==> config.mk <==
export PLATFORM = sky130hd
export DESIGN_NAME = seq_restoring_divider
export DESIGN_NICKNAME = d
export VERILOG_FILES = /design/src/rtl/div_pkg.sv /design/src/rtl/div_step.sv /design/src/rtl/seq_restoring_divider.sv
export SDC_FILE = /design/constraint.sdc
export NUM_CORES = 1
export LEC_CHECK = 0
export ABC_AREA = 1
export CAP_MARGIN = 25
export CORE_MARGIN = 4
export CORE_UTILIZATION = 55
export CTS_CLUSTER_DIAMETER = 100
export DETAILED_ROUTE_END_ITERATION = 10
export DONT_BUFFER_PORTS = 1
export GPL_TIMING_DRIVEN = 1
export PLACE_DENSITY = 0.73
export SYNTH_ARGS = -nofsm -noshare
export SYNTH_HDL_FRONTEND = slang
export SYNTH_SLANG_ARGS = --single-unit
==> constraint.sdc <==
create_clock -name clk_i -period 1.5 [get_ports clk_i]
set_clock_uncertainty 0.1 [all_clocks]
set_input_delay 0.375 -clock clk_i [delete_from_list [all_inputs] [get_ports clk_i]]
set_output_delay 0.375 -clock clk_i [all_outputs]
set_load 0.01 [all_outputs]
==> src/rtl/div_pkg.sv <==
// Shared types and defaults for the sequential restoring divider.
// Latency: none (declarations only).
// Backpressure: none (declarations only).
package div_pkg;

  // Default operand widths: an 8-bit product divided by a 4-bit multiplier operand.
  localparam int DIVIDEND_W_DEF = 8;
  localparam int DIVISOR_W_DEF  = 4;

  // Iteration counter width for the default dividend width.
  localparam int CNT_W_DEF = $clog2(DIVIDEND_W_DEF);

  typedef enum logic {
    IDLE = 1'b0,
    RUN  = 1'b1
  } div_state_t;

  // Counter width for an arbitrary dividend width; never narrower than one bit.
  function automatic int cnt_width(input int iterations);
    return (iterations > 1) ? $clog2(iterations) : 1;
  endfunction

endpackage

==> src/rtl/div_step.sv <==
// One combinational restoring-division iteration: shift in a dividend bit, trial-subtract.
// Latency: purely combinational.
// Backpressure: none; evaluated every cycle by the owning FSM.
module div_step
  import div_pkg::*;
#(
  parameter int DIVISOR_W = DIVISOR_W_DEF
) (
  input  logic [DIVISOR_W-1:0] r_i,      // partial remainder, already truncated to DIVISOR_W bits
  input  logic                 n_bit_i,  // next dividend bit (MSB first)
  input  logic [DIVISOR_W-1:0] d_i,      // divisor
  output logic [DIVISOR_W:0]   r_o,      // new partial remainder
  output logic                 q_bit_o   // quotient bit produced by this iteration
);

  logic [DIVISOR_W:0] trial;
  logic [DIVISOR_W:0] d_ext;

  // Shift the dividend bit into the remainder, subtract the divisor when it fits.
  always_comb begin
    trial = {r_i, n_bit_i};
    d_ext = {1'b0, d_i};
    if (trial >= d_ext) begin
      r_o     = trial - d_ext;
      q_bit_o = 1'b1;
    end else begin
      r_o     = trial;
      q_bit_o = 1'b0;
    end
  end

endmodule

==> src/rtl/seq_restoring_divider.sv <==
// Sequential restoring divider with start/busy/done handshake; one quotient bit per cycle.
// Latency: done pulses DIVIDEND_W cycles after an accepted start (zero divisor with DIV_ZERO_DETECT_EN: next cycle).
// Backpressure: start is only sampled in IDLE; starts while busy are dropped, never queued.
// Optional build macro: DIV_ZERO_DETECT_EN (zero divisor short-circuits the run and raises div_by_zero).
module seq_restoring_divider
  import div_pkg::*;
#(
  parameter int DIVIDEND_W = DIVIDEND_W_DEF,
  parameter int DIVISOR_W  = DIVISOR_W_DEF
) (
  input  logic                  clk_i,
  input  logic                  rst_i,
  input  logic                  start_i,
  input  logic [DIVIDEND_W-1:0] dividend_i,
  input  logic [DIVISOR_W-1:0]  divisor_i,
  output logic                  busy_o,
  output logic                  done_o,
  output logic [DIVIDEND_W-1:0] quotient_o,
  output logic [DIVISOR_W-1:0]  remainder_o,
  output logic                  div_by_zero_o
);

  localparam int CNT_W = cnt_width(DIVIDEND_W);
  localparam logic [CNT_W-1:0] LAST_CNT = CNT_W'(DIVIDEND_W - 1);

  div_state_t            state_q, state_d;
  logic [CNT_W-1:0]      cnt_q, cnt_d;
  // Dividend shift register; quotient bits enter at the LSB as dividend bits leave the MSB,
  // so after the last iteration it holds the full quotient.
  logic [DIVIDEND_W-1:0] n_q, n_d;
  logic [DIVISOR_W-1:0]  d_q, d_d;
  logic [DIVISOR_W:0]    r_q, r_d;
  logic [DIVIDEND_W-1:0] quot_q, quot_d;
  logic [DIVISOR_W-1:0]  rem_q, rem_d;
  logic                  done_q, done_d;

  logic [DIVISOR_W:0]    step_r;
  logic                  step_q;
  logic                  zero_skip;
  logic                  zero_accept;
  logic                  last_iter;
  // The remainder MSB only exists to hold the trial result; it is dropped before the next shift.
  logic                  unused_r_msb;

  assign unused_r_msb = r_q[DIVISOR_W];

  div_step #(
    .DIVISOR_W (DIVISOR_W)
  ) u_step (
    .r_i     (r_q[DIVISOR_W-1:0]),
    .n_bit_i (n_q[DIVIDEND_W-1]),
    .d_i     (d_q),
    .r_o     (step_r),
    .q_bit_o (step_q)
  );

`ifdef DIV_ZERO_DETECT_EN
  assign zero_skip = (divisor_i == '0);
`else
  assign zero_skip = 1'b0;
`endif

  assign zero_accept = (state_q == IDLE) && start_i && zero_skip;
  assign last_iter   = (state_q == RUN) && (cnt_q == LAST_CNT);

  // Next-state logic: accept in IDLE, one restoring step per cycle in RUN.
  always_comb begin
    state_d = state_q;
    cnt_d   = cnt_q;
    n_d     = n_q;
    d_d     = d_q;
    r_d     = r_q;
    quot_d  = quot_q;
    rem_d   = rem_q;
    done_d  = 1'b0;

    unique case (state_q)
      IDLE: begin
        if (zero_accept) begin
          // Zero divisor short-circuit: same result a full run would give, delivered immediately.
          quot_d = '1;
          rem_d  = dividend_i[DIVISOR_W-1:0];
          done_d = 1'b1;
        end else if (start_i) begin
          n_d     = dividend_i;
          d_d     = divisor_i;
          r_d     = '0;
          cnt_d   = '0;
          state_d = RUN;
        end
      end
      RUN: begin
        n_d   = {n_q[DIVIDEND_W-2:0], step_q};
        r_d   = step_r;
        cnt_d = cnt_q + 1'b1;
        if (last_iter) begin
          quot_d  = {n_q[DIVIDEND_W-2:0], step_q};
          rem_d   = step_r[DIVISOR_W-1:0];
          done_d  = 1'b1;
          state_d = IDLE;
        end
      end
      default: state_d = IDLE;
    endcase
  end

  // State and datapath registers; reset aborts any run and clears the results.
  always_ff @(posedge clk_i) begin
    if (rst_i) begin
      state_q <= IDLE;
      cnt_q   <= '0;
      n_q     <= '0;
      d_q     <= '0;
      r_q     <= '0;
      quot_q  <= '0;
      rem_q   <= '0;
      done_q  <= 1'b0;
    end else begin
      state_q <= state_d;
      cnt_q   <= cnt_d;
      n_q     <= n_d;
      d_q     <= d_d;
      r_q     <= r_d;
      quot_q  <= quot_d;
      rem_q   <= rem_d;
      done_q  <= done_d;
    end
  end

`ifdef DIV_ZERO_DETECT_EN
  logic dbz_q;

  // Zero-divisor flag: set by a short-circuited start, cleared by the next normal completion.
  always_ff @(posedge clk_i) begin
    if (rst_i) begin
      dbz_q <= 1'b0;
    end else if (zero_accept) begin
      dbz_q <= 1'b1;
    end else if (last_iter) begin
      dbz_q <= 1'b0;
    end
  end

  assign div_by_zero_o = dbz_q;
`else
  assign div_by_zero_o = 1'b0;
`endif

  assign busy_o      = (state_q == RUN);
  assign done_o      = done_q;
  assign quotient_o  = quot_q;
  assign remainder_o = rem_q;

endmodule

# Yosys cells after proc, flatten, opt, wreduce, memory -nomap -nowiden
# Cells that the tools add are included.
[word_totals]
regBits = 33
out_inout_bits = 15
inputBits = 15
word_cells = 35
[op_classes]
addsub = 2
eq_ne = 3
magnitude_cmp = 1
reduce_logical = 3
n_bitwise = 1
mux = 17
[op_table]
columns = ["cell", "n"]
rows = [
  ["$mux W8", 3],
  ["$mux W4", 4],
  ["$pmux W8 S2", 1],
  ["$pmux W4 S2", 1],
  ["$pmux W3 S2", 1],
  ["$ge A5 B4 Y1", 1],
  ["$mux W1", 4],
  ["$pmux W1 S2", 2],
  ["$reduce_and A2 Y1", 2],
  ["$sub A4 B4 Y4", 1],
  ["$add A3 B1 Y3 const B", 1],
  ["$eq A3 B3 Y1 const B", 1],
  ["$mux W3", 1],
  ["$ne A2 B1 Y1 const B", 1],
  ["$ne A2 B2 Y1 const B", 1],
  ["$logic_and A1 B1 Y1", 1],
  ["$not A1 Y1", 1],
]

# Logic depth before layout (Yosys ltp)
[depth]
depth_word = 4
ltp_mapped = 11
depth_no_buf = 11

# Cells and area by module
# From an unflattened synthesis, not the netlist that was laid out.
[hier_totals]
cells_unflattened = 228
hier_area_um2 = 1657.8
[modules_own_cells]
columns = ["mod", "seq_area_each_um2", "cells_per_inst", "area_per_inst_um2", "instances"]
rows = [
  ["seq_restoring_divider", 660.6, 173, 1345.0, 1],
  ["div_step", 0.0, 55, 312.8, 1],
]

# Worst setup path after synthesis
# Ideal clock, no wire load.
[synth_path]
path_type = "register -> register"
startpoint = "register n_q[7]"
endpoint = "register r_q[2]"
path_slack_ns = -0.005
required_ns = 1.334
t_arrival_ns = 1.339
stages_incl_launch_ff = 10
period_less_slack_ns = 1.505
setup_ns = 0.066
path_buffers = 0
cell_sequence = "dfxtp_1 > inv_1 > ha_1 > inv_1 > fa_1 > xor2_1 > nand2_2 > nand2_2 > nand2_1 > a21oi_2"
[synth_between]
elab_chain_cells = 3
elab_cells_between_ends = 4
classes_between = "add/sub: 1; order compare: 1; mux: 2"
[synth_lines]
columns = ["item", "line_no", "source"]
rows = [
  ["start: declaration", "seq_restoring_divider.sv:30", "logic [DIVIDEND_W-1:0] n_q, n_d;"],
  ["start signal: assignment", "seq_restoring_divider.sv:121", "n_q <= n_d;"],
  ["$sub A4 B4 Y4 or $ge A5 B4 Y1 (tied branches)", "div_step.sv:24, div_step.sv:23", ""],
  ["$mux W4 *", "div_step.sv:23", "if (trial >= d_ext) begin"],
  ["$pmux W4 S2 *", "seq_restoring_divider.sv:77", "unique case (state_q)"],
  ["end signal: assignment", "seq_restoring_divider.sv:123", "r_q <= r_d;"],
  ["end: declaration", "seq_restoring_divider.sv:32", "logic [DIVISOR_W:0] r_q, r_d;"],
]
# Mark *: on every way between the ends. The rest lies on a longest branch, timed or not.
# A chain may end at the register's enable or synchronous reset.

# Worst setup path in the final report
# Ends and elaborated chain as after synthesis.

==> flow_summary_export.csv <==
group,metric,value,unit
status,status,"finished, violations left",
status,violations,"negative hold slack, negative setup slack",
power_and_ir_drop,report.power.total,0.00216,W
global_route,grt_remaining_overflow,0,
synth,synth_area_leader_cell,"dfxtp_1",
setup_path,timing_worst_setup_path_type,"flip-flop to flip-flop",
synth,share_of_yosys_cell_area_claimed_by_the_top_area_cell_type,0.460,
global_route,grt_pass1_wl,5.49,mm
floorplanning,initial_utilization,0.580,
placed_design,dp_slack,-0.113,ns
placed_design,place.gp.congestion,0.837,
cells_and_area,antenna_cells,0,
global_route,first_global_vias,1207,
synth,yosysUniqueCellTypes,25,
run,cap_violations,0,
detailed_routing,drtIter0Drc,50,
setup_path,startpoint_type,"flip-flop",
floorplanning,die_area,0.00349,mm2
placed_design,buffer_ports.inserted,0,
setup_path,critical_path.max_fanout,2,
synth,top_flip_flop_cell_by_instance_count_after_synthesis,"dfxtp_1",
synth,synth_common_cells,"nand2_1 (49), dfxtp_1 (33), inv_1 (20), a21oi_1 (11), o21ai_1 (11)",
timing,fmaxAchievable,640,MHz
floorplanning,rows,18,
cts,clockRootBuffer,"clkbuf_4",
floorplanning,pin_count,30,
cells_and_area,fin_util,0.723,
synth,synth_area,0.00144,mm2
power_and_ir_drop,leakage,0.779,nW
synth,post_synth_inst_count,183,
timing,hold_viol_final,7,
cells_and_area,finish.net_count,224,
floorplanning,die_w,59.1,um
synth,edff_count_synth,0,
synth,postSynth.asyncResetShare,0,
cts,worst_skew_pair.late_latency,0.33,ns
setup_path,worst_setup_path_end_kind,"flip-flop",
min_path,min_delay_path_depth,1,
cts,cts.clk_slew.worst_paths,0.10,ns
detailed_routing,dr_total_vias,1286,
power_and_ir_drop,cellPowerDensity,1210,mW/mm2
synth,synth_seq_area_share,0.460,
setup_path,cp.arrival,1.74,ns
timing,finalSetupViolations,5,
floorplanning,die_height,59.1,um
detailed_routing,wl_per_cell,15.0,um
cells_and_area,final_instance_area,0.00179,mm2
detailed_routing,antenna_violating_nets_post_route,0,
timing,period_needed,1.56,ns
cts,cts-htree-levels,2,
power_and_ir_drop,power.ir.vdd_worst,0.000804,V
synth,ys_ff_latch,33,
synth,postSynthAreaPerCell,7.85,um2
cts,tritoncts_num_sinks,33,
detailed_routing,drt-vias-per-instance,5.52,
synth,yosys.cell_count.top_type,"nand2_1",
setup_path,worst-endpoint-required,1.68,ns
cells_and_area,syn2layout_area_growth,24.7,%
timing,timing.final.ws_setup,-0.0636,ns
floorplanning,floorplan.core_area,0.00248,mm2
placed_design,detailed_place.area,0.00150,mm2
min_path,min_path_type,"input port to flip-flop",
cts,cts_buffers,5,
setup_path,reg2reg_depth,9,
placed_design,place.detailed.hpwl,2.33,mm
global_route,gr-usage-all-layers,0.213,
cts,clock_tree.buffer_depth,2,
synth,synth_warn,0,
timing,timing_max_transition_violations_final,0,
global_route,antenna_found_initial,0,
global_route,grt_max_degree,13,
synth,ys_top_cells_by_area,"dfxtp_1 (46%), nand2_1 (13%), ha_1 (5.2%), inv_1 (5.2%), a21oi_1 (3.8%)",
detailed_routing,wirelength,3.50,mm
synth,synth_nets,205,
cts,tritoncts,"done",
timing,post-route-period-util,1.04,
detailed_routing,drc_errors,0,
timing,fin_hold_ws,-0.0186,ns
cells_and_area,drive_above_1_share,0.374,
detailed_routing,drt_pre_antenna_iters,4,
timing,unrepaired_setup_endpoints_after_global_routing,"true",
flip-flops by register name (all words and copies together), names as in the netlist:
signal and cells:
n_q 8, quotient_o 8, d_q 4, r_q 4, remainder_o 4, cnt_q 3, busy_o 1, done_o 1
routing by layer:
metal	routed length, um	global-route usage	share of wire
met3	260	0.0675	0.074
met5	0	0	0
met2	1720	0.344	0.49
met1	1370	0.241	0.39
met4	140	0.139	0.040
layout by cell type (no fill, tap or decap):
| cell type | n |
|---|---|
| o21ai_0 | 2 |
| dfxtp_2 | 8 |
| fa_2 | 1 |
| a21oi_2 | 4 |
| nand2_2 | 9 |
| o21ai_2 | 1 |
| dfxtp_1 | 24 |
| nand3_2 | 3 |
| ha_4 | 4 |
| o221ai_2 | 1 |
| nand3_4 | 1 |
| nand2_4 | 2 |
| clkinv_2 | 1 |
| clkbuf_4 | 5 |
| ha_1 | 2 |
| dfxtp_4 | 1 |
| o21ai_1 | 11 |
| nand2_1 | 44 |
| a22o_1 | 2 |
| conb_1 | 1 |
| inv_4 | 1 |
| clkbuf_8 | 2 |
| a21oi_1 | 8 |
| nor2_4 | 3 |
| buf_4 | 15 |
| inv_1 | 14 |
| o221ai_1 | 4 |
| nor2_1 | 5 |
| nand3b_1 | 1 |
| nand3_1 | 6 |
| nor3_1 | 1 |
| xor2_1 | 1 |
| nand4_1 | 1 |
| inv_2 | 12 |
| buf_6 | 2 |
logic make-up after synthesis:
| logic type | synth area share |
|---|---|
| flops | 0.460 |
| other cells | 0.00261 |
| compound gates | 0.139 |
| buf+inv | 0.0897 |
| fa+ha+maj | 0.0662 |
| xor+xnor | 0.00610 |
| simple gates | 0.237 |
worst max-delay path, cell delays in order, from the launching register on:
cell	delay, ns
dfxtp_2	0.33
inv_2	0.06
ha_4	0.12
inv_2	0.04
fa_2	0.34
xor2_1	0.19
nand2_2	0.08
nand2_2	0.08
nand2_2	0.06
a21oi_2	0.11
per-stage QoR:
| step | TNS, ns | std cells |
|---|---|---|
| 2_1_floorplan | 0 | 183 |
| 3_3_place_gp | -0.112 | 215 |
| 3_5_place_dp | -0.284 | 215 |
| 4_1_cts | -0.192 | 230 |
| 5_1_grt | -0.804 | 233 |
| 6_report | -0.209 | 233 |
cell type report:
cell class / count / area (um2)
sequential: 33 / 674
fill: 198 / 687
multi-input combinational: 118 / 769
tap: 30 / 37.5
clock buffer: 7 / 65.1
clock inverter: 1 / 5.00
inverter: 27 / 104
timing repair buffer: 17 / 135
worst paths after layout:
kind                            endpoint  slack [ns]  startpoint
worst max-delay path              r_q[2]       -0.06      n_q[7]
worst min-delay path              r_q[0]       -0.02       rst_i
worst max register to register    r_q[2]       -0.06      n_q[7]
worst min register to register  cnt_q[2]        0.37    cnt_q[2]
repair_timing:
| item | in CTS | in global routing |
|---|---|---|
| endpoints found under the hold margin | 7 | 8 |
| resized for setup | 17 | 27 |
| pin swaps | 6 | 9 |
| buffers inserted | 6 | 4 |
| gates cloned | 1 | 0 |
| endpoints found under the setup margin | 11 | 18 |
power by group:
group	leakage (nW)	switching [W]	internal, W
sequential	0.272	0.0000373	0.000924
combinational	0.465	0.000366	0.000267
clock	0.0413	0.000298	0.000272
total	0.779	0.000701	0.00146
Power figures use the tool's default switching activity.
